$ cat src/rtl/riscv_pkg.sv
// Shared pipeline types: decoded control bundle, ALU opcodes and default widths.
package riscv_pkg;

    localparam int DEF_XLEN   = 32;
    localparam int DEF_REG_AW = 5;

    typedef enum logic [3:0] {
        ALU_ADD = 4'd0,
        ALU_SUB = 4'd1,
        ALU_AND = 4'd2,
        ALU_OR  = 4'd3,
        ALU_XOR = 4'd4,
        ALU_SLT = 4'd5,
        ALU_SLL = 4'd6,
        ALU_SRL = 4'd7,
        ALU_SRA = 4'd8
    } alu_op_e;

    typedef struct packed {
        logic       reg_write;
        logic       mem_read;
        logic       mem_write;
        logic       mem_to_reg;
        logic       alu_src;
        logic       branch;
        logic [3:0] alu_op;
    } ctrl_t;

    // All-zero control: no register or memory write, safe as a bubble.
    localparam ctrl_t CTRL_NOP = '0;

endpackage

$ cat src/rtl/id_ex_stage_load_use_detect.sv
// Flags an ID instruction that reads the destination of a load still in EX.
module load_use_detect #(
    parameter int REG_AW = 5
) (
    input  logic              ex_valid,
    input  logic              ex_mem_read,
    input  logic [REG_AW-1:0] ex_rd,
    input  logic              id_valid,
    input  logic              id_use_rs1,
    input  logic              id_use_rs2,
    input  logic [REG_AW-1:0] id_rs1,
    input  logic [REG_AW-1:0] id_rs2,
    output logic              lu
);

    logic src_match;

    assign src_match = (id_use_rs1 && (id_rs1 == ex_rd)) ||
                       (id_use_rs2 && (id_rs2 == ex_rd));

    // x0 is hardwired, so a load targeting it can never create a dependence.
    assign lu = ex_valid && ex_mem_read && (ex_rd != '0) && id_valid && src_match;

endmodule

$ cat src/rtl/id_ex_stage.sv
// ID/EX pipeline register with load-use bubble insertion, branch flush and memory freeze.
module id_ex_stage
    import riscv_pkg::*;
#(
    parameter int XLEN   = DEF_XLEN,
    parameter int REG_AW = DEF_REG_AW
) (
    input  logic              clk,
    input  logic              reset,
    input  logic              id_valid,
    input  logic [REG_AW-1:0] id_rs1,
    input  logic [REG_AW-1:0] id_rs2,
    input  logic              id_use_rs1,
    input  logic              id_use_rs2,
    input  logic [REG_AW-1:0] id_rd,
    input  logic [XLEN-1:0]   id_r_data1,
    input  logic [XLEN-1:0]   id_r_data2,
    input  logic [XLEN-1:0]   id_imm,
    input  logic [XLEN-1:0]   id_pc,
    input  ctrl_t             id_ctrl,
    input  logic              flush,
    input  logic              freeze,
    output logic              stall_if,
    output logic              ex_valid,
    output logic [REG_AW-1:0] ex_rs1,
    output logic [REG_AW-1:0] ex_rs2,
    output logic [REG_AW-1:0] ex_rd,
    output logic [XLEN-1:0]   ex_r_data1,
    output logic [XLEN-1:0]   ex_r_data2,
    output logic [XLEN-1:0]   ex_imm,
    output logic [XLEN-1:0]   ex_pc,
    output ctrl_t             ex_ctrl
);

    logic lu;

    load_use_detect #(.REG_AW(REG_AW)) u_lu (
        .ex_valid    (ex_valid),
        .ex_mem_read (ex_ctrl.mem_read),
        .ex_rd       (ex_rd),
        .id_valid    (id_valid),
        .id_use_rs1  (id_use_rs1),
        .id_use_rs2  (id_use_rs2),
        .id_rs1      (id_rs1),
        .id_rs2      (id_rs2),
        .lu          (lu)
    );

    // A flushed instruction is being discarded, so there is nothing to hold upstream.
    assign stall_if = freeze || (lu && !flush);

    always_ff @(posedge clk or posedge reset) begin
        if (reset) begin
            ex_valid   <= 1'b0;
            ex_rs1     <= '0;
            ex_rs2     <= '0;
            ex_rd      <= '0;
            ex_r_data1 <= '0;
            ex_r_data2 <= '0;
            ex_imm     <= '0;
            ex_pc      <= '0;
            ex_ctrl    <= CTRL_NOP;
        end else if (freeze) begin
            // Hold everything; an accompanying flush is re-presented once unfrozen.
        end else if (flush || lu) begin
            ex_valid   <= 1'b0;
            ex_rs1     <= '0;
            ex_rs2     <= '0;
            ex_rd      <= '0;
            ex_r_data1 <= '0;
            ex_r_data2 <= '0;
            ex_imm     <= '0;
            ex_pc      <= '0;
            ex_ctrl    <= CTRL_NOP;
        end else begin
            ex_valid   <= id_valid;
            ex_rs1     <= id_rs1;
            ex_rs2     <= id_rs2;
            ex_rd      <= id_rd;
            ex_r_data1 <= id_r_data1;
            ex_r_data2 <= id_r_data2;
            ex_imm     <= id_imm;
            ex_pc      <= id_pc;
            ex_ctrl    <= id_valid ? id_ctrl : CTRL_NOP;
        end
    end

endmodule

$ cat config.mk
export PLATFORM = sky130hd
export DESIGN_NAME = id_ex_stage
export DESIGN_NICKNAME = d
export VERILOG_FILES = /design/src/rtl/riscv_pkg.sv /design/src/rtl/id_ex_stage_load_use_detect.sv /design/src/rtl/id_ex_stage.sv
export SDC_FILE = /design/constraint.sdc
export NUM_CORES = 1
export LEC_CHECK = 0
export CAP_MARGIN = 20
export CORE_ASPECT_RATIO = 1.75
export CORE_MARGIN = 1.5
export CORE_UTILIZATION = 47
export DETAILED_ROUTE_END_ITERATION = 8
export HOLD_SLACK_MARGIN = 0.12
export PLACE_DENSITY = 0.87
export SLEW_MARGIN = 20
export SYNTH_ARGS = -nofsm -noshare
export SYNTH_HDL_FRONTEND = slang
export SYNTH_SLANG_ARGS = --single-unit
$ cat constraint.sdc
create_clock -name clk -period 8.55 [get_ports clk]
set_clock_uncertainty 0.1 [all_clocks]
set_input_delay 2.1375 -clock clk [delete_from_list [all_inputs] [get_ports clk]]
set_output_delay 2.1375 -clock clk [all_outputs]
set_load 0.02 [all_outputs]
==> results of run 1 <==
[cell type report]
class / count / area, um^2
antenna: 2 / 5.005
clock inverter: 11 / 98.84
tap: 189 / 236.5
sequential: 154 / 3854
multi-input combinational: 504 / 3207
clock buffer: 21 / 450.4
timing repair buffer: 324 / 3216
fill: 1161 / 4800
inverter: 1 / 8.758
[worst max-delay path, cell delays in order]
cell             delay (ps)
clkdlybuf4s50_1         540
xnor2_1                 140
nand4_1                 460
o22ai_4                 350
a21o_1                  140
clkdlybuf4s50_1         630
[power groups by stage]
stage	registers (mW)	logic, mW	clock network (mW)
2_1_floorplan	0.988	0.187	0
3_3_place_gp	0.880	0.591	0
3_5_place_dp	0.885	0.599	0
4_1_cts	0.873	0.601	0.726
5_1_grt	0.882	0.639	0.755
6_report	0.873	0.600	0.714
[Yosys cell counts]
| master | number | share of area (%) |
|---|---|---|
| buf_6 | 6 | 0.88 |
| a32oi_1 | 133 | 15 |
| or4_1 | 1 | 0.098 |
| o22ai_2 | 1 | 0.16 |
| nand4_1 | 2 | 0.16 |
| nor2_1 | 3 | 0.15 |
| o21ai_1 | 112 | 7.3 |
| buf_2 | 25 | 1.6 |
| and3_1 | 1 | 0.082 |
| buf_12 | 8 | 2.1 |
| a22oi_1 | 21 | 2.1 |
| o31ai_1 | 1 | 0.098 |
| buf_8 | 3 | 0.59 |
| dfrtp_1 | 154 | 50 |
| nor3b_1 | 20 | 2.0 |
| o21ai_0 | 2 | 0.13 |
| o21ai_2 | 30 | 3.4 |
| clkbuf_1 | 45 | 2.2 |
| nand2_1 | 145 | 7.1 |
| o221ai_1 | 10 | 1.1 |
| a21o_1 | 1 | 0.098 |
| inv_1 | 1 | 0.049 |
| buf_4 | 4 | 0.39 |
| nand2b_1 | 1 | 0.082 |
| or3b_2 | 10 | 1.1 |
| xnor2_1 | 10 | 1.1 |
[sequential cells by signal (all words and copies together), names as in the netlist]
| register | count |
|---|---|
| ex_rs1 | 5 |
| ex_imm | 32 |
| ex_r_data2 | 32 |
| ex_valid | 1 |
| ex_rs2 | 5 |
| ex_rd | 5 |
| ex_ctrl | 10 |
| ex_r_data1 | 32 |
| ex_pc | 32 |
[logic make-up after synthesis]
group | after synthesis
DFF | 154
buffers and inverters | 92
AOI/OAI and AO/OA | 311
xor gates and xnor gates | 10
and+or+nand+nor | 183
[layer usage]
| metal | vias to the layer above | track usage (%) | wire length [um] |
|---|---|---|---|
| li1 | 3371 | - | - |
| met4 | 0 | 17.51 | 1338 |
| met5 | - | 0 | 0 |
| met3 | 77 | 5.648 | 1434 |
| met1 | 3573 | 33.46 | 9104 |
| met2 | 317 | 42.85 | 11960 |
[through the flow]
stage               power [mW]  utilization (%)  hold slack [ps]  setup WS, ps  cells
CTS                      2.200            69.74            386.2          1954   1204
detailed placement       1.483            66.28            373.0          1981   1172
global route             2.277            69.75            410.7          1817   1205
finish                   2.187            69.77            385.3          1928   1206
floorplan                1.175                -            402.7          2163    750
global placement         1.471            66.28            365.9          2025   1172
[worst paths after layout]
kind	start	to
worst min register to register	ex_r_data2[3]$_DFFE_PP0N_	ex_r_data2[3]$_DFFE_PP0N_
worst min-delay path	ex_r_data2[3]$_DFFE_PP0N_	ex_r_data2[3]$_DFFE_PP0N_
min in group asynchronous	reset	ex_imm[1]$_DFFE_PP0N_
worst max-delay path	id_rs1[2]	stall_if
worst max register to register	ex_rd[2]$_DFFE_PP0N_	ex_imm[20]$_DFFE_PP0N_
max in group asynchronous	reset	ex_imm[10]$_DFFE_PP0N_
==> key figures, run 1 <==
Flow run
  – Max-cap violations: 0

Clock tree
  – Post-CTS setup buffer count: 0
  – Num CTS Buffers: 17
  – Clk sinks: 154
  – Worst-path clk slew: 60 ps
  – Root buffer cell: clkbuf_16
  – Worst-Skew Late Latency: 430 ps
  – Cells resized by post-CTS repair: 0
  – CTS tree: yes
  – Clock Path Buffers: 2
  – # H-tree levels: 4
  – Hold-fix buffers at CTS: 0

Route
  – DRT iter0 DRCs: 520
  – Wire per inst: 19.76 um
  – Via count: 7338
  – Number of routed nets with antenna violations: 0
  – First drt pass iteration count: 5
  – DRC Markers: 0
  – Routed Wire Length: 23830 um
  – Drt via density: 6.085

Yosys
  – Synth Instances: 750
  – Mux cell area share after synthesis: 0%
  – Compound-cell area share of the yosys netlist: 29.73%
  – Sequential fraction of the synthesis area: 50.45%
  – Largest family of logic cells by synthesized area: compound AO/OA/AOI/OAI gates
  – Warnings from Yosys: 0
  – Netlist area before placement: 7639 um^2
  – Syn avg cell area: 10.18 um^2
  – Cell variety after synth: 26
  – Synthesized flop and latch total: 154
  – Syn Nets: 910
  – Post-Synth Simple-Gate Area: 10.81%
  – Post-Synth XOR/XNOR Area: 1.147%
  – Adder-cell share of the synthesized area: 0%

Timing
  – Setup violators final: 0
  – Period minus WS final: 6622 ps
  – Slew Limit Fails: 0
  – Period utilisation layout: 77.45%
  – Final hold vios: 0
  – Max Clock Freq: 151.0 MHz
  – Rel. slew slack: 28.36%
  – Setup_tns: 0 ps
  – Slew @ Worst Pin: 1075 ps
  – RSZ-0062 raised after global routing: no

Worst setup path
  – Worst path arrival time: 4380 ps
  – CP endpoint kind: primary output
  – CP startpoint kind: primary input
  – Crit Path Max Fanout: 11
  – R2R setup slack: 4950 ps
  – Reg2Reg Depth: 6
  – Req. time, crit path: 6310 ps
  – CP Class: primary input to primary output

Final layout
  – Final instance area: 11080 um^2
  – Most common cell after layout, fill and taps aside: clkdlybuf4s50_1
  – Layout net count: 1162
  – Share of layout cells above drive strength 1: 8.177%
  – Layout area overhead: 45.00%
  – Most frequent cells in the layout: clkdlybuf4s50_1 (313), dfrtp_1 (154), nand2_1 (145)

Die
  – Height of the chip: 171.6 um
  – Initial Util: 48.12%
  – IO Pins: 315
  – Num rows: 61
  – Die area: 17060 um^2
  – Core Footprint: 15880 um^2
  – Die Wd: 99.37 um

Placement
  – Dpl hpwl: 15530 um
  – Port Buffers: 314
  – GP Congestion: 0.8582
  – Placement Cell Area: 10520 um^2

Global route
  – Antenna violations before repair: 1
  – Congestion Overflow GR: 0
  – Vias in the first global route: 6896
  – Gr usage total: 27.07%
  – Global-route wire length before repair: 36380 um
  – Largest net degree at the start of global routing: 111

Pwr
  – Peak VDD IR: 127.2 uV
  – Combinational Power Share: 27.4%
  – Flop pwr share: 39.9%
  – Leakage: 4.221 nW
  – P_sw: 0.6759 mW
  – PD cells: 197.5 nW/um^2
  – Clock network fraction of design power: 32.6%
  – Net Sw Frac: 30.91%
  – Internal: 1.511 mW

Run status
  – Status: finished, final reports clean

Min path
  – WHS Path Cells: 2
  – Worst hold path class: flop to flop
No activity file was read; power rests on OpenSTA's default activity.
==> run 2: changes to the inputs <==
--- a/config.mk
+++ b/config.mk
@@ -8,10 +8,10 @@
 export CAP_MARGIN = 20
 export CORE_ASPECT_RATIO = 1.75
 export CORE_MARGIN = 1.5
-export CORE_UTILIZATION = 47
+export CORE_UTILIZATION = 44
 export DETAILED_ROUTE_END_ITERATION = 8
 export HOLD_SLACK_MARGIN = 0.12
-export PLACE_DENSITY = 0.87
+export PLACE_DENSITY = 0.82
 export SLEW_MARGIN = 20
 export SYNTH_ARGS = -nofsm -noshare
 export SYNTH_HDL_FRONTEND = slang
==> constraint.sdc (replaced) <==
create_clock -name clk -period 6.3 [get_ports clk]
set_clock_uncertainty 0.1 [all_clocks]
set_input_delay 1.575 -clock clk [delete_from_list [all_inputs] [get_ports clk]]
set_output_delay 1.575 -clock clk [all_outputs]
set_load 0.02 [all_outputs]
==> key figures, run 2 (synthesis gave the netlist of run 1 again) <==
Run status
  – Status: finished, final reports clean (unchanged)

Worst setup path
  – Crit-path cells: clkdlybuf4s50_1 > xnor2_1 > nand4_1 > buf_4 > o22ai_4 > a21o_1 > clkdlybuf4s50_1 (was clkdlybuf4s50_1 > xnor2_1 > nand4_1 > o22ai_4 > a21o_1 > clkdlybuf4s50_1)
  – Req. time, crit path: 4620 ps (was 6310 ps)
  – CP most frequent cell: clkdlybuf4s50_1 (unchanged)
  – Slowest CP cell: clkdlybuf4s50_1 (unchanged)
  – Crit Path Max Fanout: 11 (unchanged)
  – CP endpoint kind: primary output (unchanged)
  – CP Class: primary input to primary output (unchanged)
  – CP Launch Point: id_rs1[3] (was id_rs1[2])
  – Worst path max stage delay: 620 ps (was 630 ps)
  – CP startpoint kind: primary input (unchanged)
  – Delay-heaviest family, CP: buffers and inverters (unchanged)
  – Reg2reg start: ex_rd[3]$_DFFE_PP0N_ (was ex_rd[2]$_DFFE_PP0N_)
  – CP bufs+invs: 3 (was 2)
  – Worst path arrival time: 3520 ps (was 4380 ps)

Clock tree
  – Worst-path clk slew: 60 ps (about the same)
  – Clock Path Buffers: 2 (unchanged)
  – Clk sinks: 154 (unchanged)
  – Cells resized by post-CTS repair: 0 (unchanged)
  – Num CTS Buffers: 17 (unchanged)
  – CTS tree: yes (unchanged)
  – Post-CTS setup buffer count: 0 (unchanged)
  – Worst-Skew Late Latency: 410 ps (was 430 ps)
  – Hold-fix buffers at CTS: 0 (unchanged)
  – # H-tree levels: 4 (unchanged)
  – Root buffer cell: clkbuf_16 (unchanged)

Global route
  – Routing usage on met3: 6.184% (was 5.648%)
  – Global-route wire length before repair: 36650 um (was 36380 um)
  – Largest net degree at the start of global routing: 100 (was 111)
  – Grt met1 use: 31.65% (was 33.46%)
  – Vias in the first global route: 6877 (was 6896)
  – Antenna violations before repair: 1 (unchanged)
  – GR Layer Usage met2: 41.92% (was 42.85%)
  – Gr usage total: 26.15% (was 27.07%)
  – Most Crowded Layer GR: met2 (unchanged)
  – Congestion Overflow GR: 0 (unchanged)

Final layout
  – Share of layout cells above drive strength 1: 8.448% (was 8.177%)
  – Multi-input logic area: 3207 um^2 (unchanged)
  – Reg area: 3854 um^2 (unchanged)
  – Most common cell after layout, fill and taps aside: clkdlybuf4s50_1 (unchanged)
  – Layout net count: 1165 (was 1162)
  – Filler cell count in the final layout: 1316 (was 1161)
  – Layout area overhead: 47.09% (was 45.00%)
  – Most frequent cells in the layout: clkdlybuf4s50_1 (313), dfrtp_1 (154), nand2_1 (145) (unchanged)

Pwr
  – Peak VDD IR: 194.3 uV (was 127.2 uV)
  – Net Sw Frac: 29.33% (was 30.91%)
  – Combinational Power Share: 26.3% (was 27.4%)
  – Internal: 2.188 mW (was 1.511 mW)
  – PD cells: 275.6 nW/um^2 (was 197.5 nW/um^2)
  – Leakage: 4.284 nW (was 4.221 nW)
  – P_sw: 0.9080 mW (was 0.6759 mW)
  – Flop pwr share: 38.3% (was 39.9%)
  – Clock network fraction of design power: 35.4% (was 32.6%)

Route
  – First drt pass iteration count: 6 (was 5)
  – DRC Markers: 0 (unchanged)
  – Number of routed nets with antenna violations: 0 (unchanged)
  – Drt via density: 5.866 (was 6.085)
  – Wire per inst: 19.36 um (was 19.76 um)
  – DRT iter0 DRCs: 420 (was 520)
  – Routed Wire Length: 24130 um (was 23830 um)
  – Via count: 7309 (was 7338)

Timing
  – Setup violators final: 0 (unchanged)
  – Slew @ Worst Pin: 1041 ps (was 1075 ps)
  – Final hold vios: 0 (unchanged)
  – Period minus WS final: 5190 ps
  – Period utilisation layout: 82.38%
  – Setup_tns: 0 ps (unchanged)
  – RSZ-0062 raised after global routing: no (unchanged)
  – Rel. slew slack: 30.57% (was 28.36%)
  – Max Clock Freq: 192.7 MHz
  – Slew Limit Fails: 0 (unchanged)
  – Setup ws final: 1110 ps (was 1928 ps)

Min path
  – Worst Min Path Start: ex_r_data2[12]$_DFFE_PP0N_ (was ex_r_data2[3]$_DFFE_PP0N_)
  – Worst hold path class: flop to flop (unchanged)

Die
  – Initial Util: 45.07% (was 48.12%)
  – IO Pins: 315 (unchanged)
  – Height of the chip: 177.3 um (was 171.6 um)
  – Num rows: 63 (was 61)
  – Core Footprint: 16950 um^2 (was 15880 um^2)
  – Die area: 18190 um^2 (was 17060 um^2)
  – Die Wd: 102.6 um (was 99.37 um)

Flow run
  – Max-cap violations: 0 (unchanged)

Placement
  – Dpl hpwl: 15710 um (was 15530 um)
  – Port Buffers: 314 (unchanged)
  – GP Congestion: 0.8974 (was 0.8582)
  – Post-Place Worst Slack: 1132 ps (was 1981 ps)
run 2: cell count changes in the layout (fill, tap and decap cells not counted):
cell / delta
clkinvlp_4: -3
inv_6: +1
diode_2: -1
bufinv_16: +3
buf_12: +1
buf_4: +2
clkbuf_8: +1
clkinv_2: -2
run 2: final cells by class:
type	count	share of cell area, %
repair buffers	327	28.93
multi-input cells	504	28.54
diodes	1	0.02227
inverters	1	0.07795
well taps	227	2.528
flip-flops and latches	154	34.30
clock inverters	10	1.470
clock buffers	22	4.131
run 2: worst paths after layout:
check	end	slack, ps	cells past startpoint
min in group asynchronous	ex_imm[26]$_DFFE_PP0N_	1600	2
min	ex_r_data2[12]$_DFFE_PP0N_	380	2
min reg2reg	ex_r_data2[12]$_DFFE_PP0N_	380	2
max in group asynchronous	ex_r_data2[14]$_DFFE_PP0N_	3500	3
max reg2reg	ex_pc[11]$_DFFE_PP0N_	2930	6
max	stall_if	1110	7
run 2: layer usage:
metal / share of wire (%) / wire (um) / up-vias
li1: - / - / 3371
met1: 37 / 8810 / 3526
met2: 51 / 12260 / 341
met3: 7.2 / 1737 / 71
met4: 5.5 / 1318 / 0
met5: 0 / 0 / -
run 2: through the flow:
stage | util (%) | std cells | cell area (um^2) | hold WS, ps | power [mW]
floorplan | - | 750 | 7639 | 402.7 | 1.595
global placement | 62.57 | 1213 | 10600 | 365.3 | 2.001
detailed placement | 62.57 | 1213 | 10600 | 371.9 | 2.016
CTS | 66.28 | 1245 | 11230 | 386.2 | 3.130
global route | 66.30 | 1246 | 11240 | 414.5 | 3.230
finish | 66.30 | 1246 | 11240 | 384.7 | 3.096
run 2: power by group through the flow:
| stage | logic (mW) | clock network (mW) | registers, mW |
|---|---|---|---|
| after global routing | 0.871 | 1.16 | 1.20 |
| final | 0.814 | 1.10 | 1.19 |
| after CTS | 0.819 | 1.13 | 1.18 |
| after detailed placement | 0.816 | 0 | 1.20 |
| after floorplan | 0.254 | 0 | 1.34 |
| after global placement | 0.805 | 0 | 1.20 |
run 2: worst reg2reg max path: stages (launching register included):
cell	delay (ps)
dfrtp_1	470
or4_1	610
o21ai_4	180
buf_4	580
buf_4	890
a32oi_1	330
o21ai_1	120
